--- src/rtl/pipe_stage_buffer.sv ---
`default_nettype none
// ============================================================================
// Module   : pipe_stage_buffer
// Purpose  : Valid/ready pipeline stage holding one (plain) or two (skid)
//            entries, with stall freeze, flush and saturating bubble count.
// Revision : 1.0  initial release
// ============================================================================
module pipe_stage_buffer #(
    parameter int unsigned       DATA_W     = 32,
    parameter int unsigned       DEPTH      = 2,
    parameter bit                NEG_EDGE   = 1'b1,
    parameter logic [DATA_W-1:0] BUBBLE_VAL = '0
) (
    input  logic              clk,
    input  logic              rst,
    input  logic              in_valid,
    input  logic [DATA_W-1:0] in_data,
    output logic              in_ready,
    output logic              out_valid,
    output logic [DATA_W-1:0] out_data,
    input  logic              out_ready,
    input  logic              stall_in,
    input  logic              flush,
    output logic              stall_out,
    output logic [1:0]        occupancy,
    output logic [15:0]       bubble_cnt
);

    localparam logic [1:0]  c_occ_empty = 2'd0;
    localparam logic [1:0]  c_occ_full2 = 2'd2;
    localparam logic [15:0] c_bub_max   = 16'hFFFF;

    logic              w_clk;
    logic              w_room;
    logic              w_accept;
    logic              w_release;
    logic [1:0]        w_occ_nxt;
    logic [DATA_W-1:0] w_head_nxt;
    logic [DATA_W-1:0] w_skid_nxt;

    logic [1:0]        r_occ;
    logic [DATA_W-1:0] r_head;
    logic [DATA_W-1:0] r_skid;
    logic              r_stall;
    logic [15:0]       r_bub;

    // All state shares one edge; falling-edge builds simply invert the clock.
    generate
        if (NEG_EDGE) begin : g_neg_edge
            assign w_clk = ~clk;
        end else begin : g_pos_edge
            assign w_clk = clk;
        end
    endgenerate

    // The skid build must not look at out_ready so the ready path is registered.
    generate
        if (DEPTH == 1) begin : g_plain
            assign w_room = ~out_valid | out_ready;
        end else begin : g_skid
            assign w_room = (r_occ != c_occ_full2);
        end
    endgenerate

    assign in_ready   = ~rst & ~stall_in & ~flush & w_room;
    assign out_valid  = (r_occ != c_occ_empty);
    assign out_data   = out_valid ? r_head : BUBBLE_VAL;
    assign occupancy  = r_occ;
    assign stall_out  = r_stall;
    assign bubble_cnt = r_bub;

    assign w_accept  = in_valid & in_ready;
    assign w_release = out_valid & out_ready & ~stall_in & ~flush;

    always_comb begin
        w_occ_nxt  = r_occ;
        w_head_nxt = r_head;
        w_skid_nxt = r_skid;
        if (flush) begin
            w_occ_nxt  = c_occ_empty;
            w_head_nxt = BUBBLE_VAL;
        end else if (w_accept && !w_release) begin
            if (r_occ == c_occ_empty) begin
                w_head_nxt = in_data;
            end else begin
                w_skid_nxt = in_data;
            end
            w_occ_nxt = r_occ + 2'd1;
        end else if (w_release && !w_accept) begin
            if (r_occ == c_occ_full2) begin
                w_head_nxt = r_skid;
            end
            w_occ_nxt = r_occ - 2'd1;
        end else if (w_release && w_accept) begin
            // Occupancy holds; the older skid entry advances ahead of the new one.
            if (r_occ == c_occ_full2) begin
                w_head_nxt = r_skid;
                w_skid_nxt = in_data;
            end else begin
                w_head_nxt = in_data;
            end
        end
    end

    always_ff @(posedge w_clk or posedge rst) begin
        if (rst) begin
            r_occ   <= c_occ_empty;
            r_head  <= BUBBLE_VAL;
            r_skid  <= BUBBLE_VAL;
            r_stall <= 1'b0;
            r_bub   <= 16'd0;
        end else begin
            r_occ   <= w_occ_nxt;
            r_head  <= w_head_nxt;
            r_skid  <= w_skid_nxt;
            r_stall <= stall_in;
            if (!out_valid && (r_bub != c_bub_max)) begin
                r_bub <= r_bub + 16'd1;
            end
        end
    end

endmodule
`default_nettype wire

--- config.mk ---
export PLATFORM = sky130hd
export DESIGN_NAME = pipe_stage_buffer
export DESIGN_NICKNAME = d
export VERILOG_FILES = /design/src/rtl/pipe_stage_buffer.sv
export SDC_FILE = /design/constraint.sdc
export NUM_CORES = 1
export LEC_CHECK = 0
export BUFFER_PORTS_ARGS = -buffer_cell sky130_fd_sc_hd__clkbuf_2
export CAP_MARGIN = 30
export CORE_UTILIZATION = 45
export CTS_BUF_LIST = sky130_fd_sc_hd__clkbuf_8
export DETAILED_ROUTE_END_ITERATION = 8
export PLACE_DENSITY = 0.69
export SYNTH_ARGS = -nofsm -noshare
export SYNTH_HDL_FRONTEND = slang
export SYNTH_SLANG_ARGS = --single-unit
export TNS_END_PERCENT = 1
--- constraint.sdc ---
create_clock -name clk -period 3.8 [get_ports clk]
set_input_delay 1.14 -clock clk [delete_from_list [all_inputs] [get_ports clk]]
set_output_delay 1.14 -clock clk [all_outputs]
set_load 0.02 [all_outputs]
# ---- Word level (Yosys, flattened, before mapping)
# Cells that the tools add are included.
# Widths: inputs -> output; s select.
dict set report word_totals {
  output_inout_bits 53
  word_cells 56
  register_bits 83
  input_bits 38
}
dict set report classes {
  n_mux 16
  bitwise 10
  n_eq_ne 7
  reduce_logical 15
  addsub 3
}
# op n
set op_table {}
lappend op_table {{$mux 32} 13}
lappend op_table {{$add 16x1->16 const B} 1}
lappend op_table {{$ne 16x16->1 const B} 1}
lappend op_table {{$and 1x1->1} 7}
lappend op_table {{$mux 2} 3}
lappend op_table {{$ne 2x2->1 const B} 3}
lappend op_table {{$reduce_bool 2->1} 3}
lappend op_table {{$reduce_and 5->1} 1}
lappend op_table {{$logic_and 1x1->1} 4}
lappend op_table {{$ne 4x3->1 const B} 1}
lappend op_table {{$reduce_bool 4->1} 1}
lappend op_table {{$logic_not 1->1} 3}
lappend op_table {{$ne 3x2->1 const B} 1}
lappend op_table {{$not 1->1} 3}
lappend op_table {{$reduce_and 3->1} 1}
lappend op_table {{$reduce_bool 3->1} 1}
lappend op_table {{$add 2x1->2 const B} 1}
lappend op_table {{$eq 2x2->1 const B} 1}
lappend op_table {{$logic_not 2->1} 1}
lappend op_table {{$sub 2x1->2 const B} 1}

# ---- Longest topological paths before layout
dict set report logic_depth {
  ltp_word 10
  ltp_mapped 5
  mapped_depth_nobuf 5
}

==> impl_metrics.csv <==
group,metric,value,unit
synth,synth_seq_area_share,0.530,
worst_setup_path,path_max_fanout,30,
synth,synth.largest_area_cell,"dfrtn_1",
clock_tree,htree_levels,3,
sta,finalSetupTns,-48.87,ns
synth,async_reset_ff_frac,1.00,
global_routing,grt_pass1_vias,3016,
synth,synthTopCellsByArea,"dfrtn_1, mux2_1, mux2_2",
synth,netlist_instances,319,
status,violations,"negative setup slack",
worst_setup_path,crit_path_top_delay_cell,"dfrtn_1",
route,drc,0,
synth,syn_area,3920,um^2
synth,synth_mux_area_frac,0.194,
cells_and_area,final_area,5530,um^2
sta,worst_slack,-0.618,ns
job,max_cap_viol_count,0,
floorplanning,core,8340,um^2
route,wl,8860,um
route,vias_per_cell,5.47,
global_routing,antenna_found_initial,0,
min_path,hp-class,"register to register",
sta,slew_headroom,0.596,
worst_setup_path,cp.arrival,3.28,ns
place,hpwl,5880,um
worst_setup_path,start_kind,"register",
worst_setup_path,critPathKind,"register to output port",
clock_tree,clock_path_buffers,2,
floorplanning,die_h,95.3,um
pwr,power.leakage,2.77,nW
sta,finalMaxSlewViolations,0,
synth,ys.flop_type,"dfrtn_1",
status,status,"finished with violations",
route,drtIter0Drc,123,
sta,setup_viol,117,
clock_tree,cts-root-buf,"clkbuf_8",
synth,synth_top_area_frac,0.530,
synth,synth_compound_area_frac,0.0990,
synth,synth_cell_types,42,
sta,finClkSkew,0.00917,ns
global_routing,grt_usage,0.210,
floorplanning,ioPinCount,91,
synth,yosys.area_share.xor_xnor,0.0291,
cells_and_area,final_cell_mix,"dfrtn_1, buf_4, clkbuf_2",
synth,avgSynthCellArea,12.3,um^2
floorplanning,die_area,9080,um^2
sta,worst_pin_slew,0.600,ns
worst_setup_path,critical_path.top_delay_family,"flip-flops",
sta,rsz0062_at_grt,"true",
floorplanning,start_util,0.470,
synth,synth_warnings,0,
global_routing,grt_pass1_wl,14400,um
floorplanning,std_cell_rows,33,
worst_setup_path,required,2.66,ns
cells_and_area,diodes,0,
synth,synth-edff-count,0,
global_routing,grt_overflow_total,0,
clock_tree,clk_latency,0.34,ns
place,dp_slack,-0.888,ns
route,drt-wirelength-per-cell,16.0,um
place,place_area,4870,um^2
route,dr_total_vias,3029,
clock_tree,post_cts_buffers,0,
synth,postSynthNetCount,358,
sta,hold_ws,0.440,ns
synth,synthAdderAreaFrac,0.00319,
synth,synth-seq-cells,83,
clock_tree,cts.sinks,83,
global_routing,grt_max_degree,50,
pwr,ir_worst_vdd,201,uV
worst_setup_path,crit_chain,"nor2_2 > inv_2 > buf_12 > and2_1 > buf_4",
worst_setup_path,critPathBufInv,3,
synth,synth-simple-area-share,0.118,
clock_tree,cts_buffers,9,
cells_and_area,seq_area,2080,um^2
route,antenna_left,0,
cells_and_area,syn_to_final_growth,41.2,%
place,portBuffers,90,
clock_tree,path_clk_slew,0.06,ns
pwr,power_density,426,nW/um^2
worst_setup_path,slowest_delay,0.37,ns
floorplanning,die_x,95.3,um
cells_and_area,multi_input_area,1930,um^2
cells_and_area,layout.nets,483,
cells_and_area,nFillCells,628,
place,place.gp.congestion,0.816,
clock_tree,cts_tree,"done",
cells_and_area,layout_commonest_cell,"dfrtn_1",
worst_setup_path,end_kind,"output port",
cells_and_area,final_layout_size_suffix_gt1_frac,0.450,
sta,final_hold_viol_count,0,
route,drtPass1Iterations,4,
synth,synth_top_family_by_area,"multiplexers",
## layout make-up
class,instances,area share
sequential,83,0.375
multi-input combinational,210,0.348
timing repair buffer,130,0.204
clock buffer,10,0.0249
tap,105,0.0237
clock inverter,6,0.0161
inverter,10,0.00746
## repair_timing
action	CTS	global route
cloned	0	0
hold buffers	0	0
endpoints found under the setup margin	118	119
resized for setup	64	73
pin swaps	33	6
## through the flow
step	total power, mW	std cells	utilization
floorplan	1.35	319	-
global placement	1.54	538	0.584
detailed placement	1.56	538	0.584
CTS	2.35	554	0.646
global route	2.48	554	0.663
finish	2.36	554	0.663
## power by group
group | internal (mW) | total [mW] | switching (mW)
registers | 0.999 | 1.07 | 0.0709
logic | 0.303 | 0.572 | 0.269
clock network | 0.388 | 0.714 | 0.326
total | 1.69 | 2.36 | 0.666
## state kept, by name (all words and copies together), names as in the netlist
signal / count
r_head: 32
r_skid: 32
bubble_cnt: 16
occupancy: 2
stall_out: 1
## worst register-to-register path: stages, from the launching register on
cell	delay, ns
dfrtn_1	0.46
buf_4	0.14
ha_1	0.24
nand4_1	0.18
nor4_1	0.58
nor2_1	0.15
mux2_1	0.34
## logic make-up (layout without fill, tap and decap cells)
logic type / after synthesis / in the layout
flops: 83 / 83
simple gates: 82 / 82
mux: 68 / 68
compound gates: 46 / 46
buf+inv: 26 / 156
xor+xnor: 13 / 13
fa+ha+maj: 1 / 1
## layer usage
layer  track usage  share of wire
met1         0.276           0.45
met3        0.0542          0.045
met4        0.0821          0.019
met2         0.330           0.49
met5             0              0
## cells in the mapped netlist, drive strengths merged, types with 2 or more instances
cell	count
nand3	8
and2	28
buf	6
mux2i	5
o21ai	2
clkbuf	10
inv	10
xnor2	7
dfrtn	83
nand2	7
mux2	63
o211ai	2
nor4	2
nor3	7
a22oi	4
xor2	6
and3	3
nand4	6
a22o	28
nor2	11
nand2b	3
## final timing paths
kind / endpoint / startpoint / slack, ns / cells after the start
max in group asynchronous: r_head[7]$_DFFE_NP0P_ / rst / 0.72 / 4
worst max-delay path: out_data[29] / occupancy[1]$_DFFE_NP0P_ / -0.62 / 5
min in group asynchronous: r_skid[3]$_DFFE_NP0P_ / rst / 2.79 / 4
worst max register to register: bubble_cnt[1]$_DFFE_NP0P_ / bubble_cnt[1]$_DFFE_NP0P_ / 1.55 / 6
worst min-delay path: r_skid[31]$_DFFE_NP0P_ / r_skid[31]$_DFFE_NP0P_ / 0.44 / 1
worst min register to register: r_skid[31]$_DFFE_NP0P_ / r_skid[31]$_DFFE_NP0P_ / 0.44 / 1
Power figures use the tool's default switching activity.
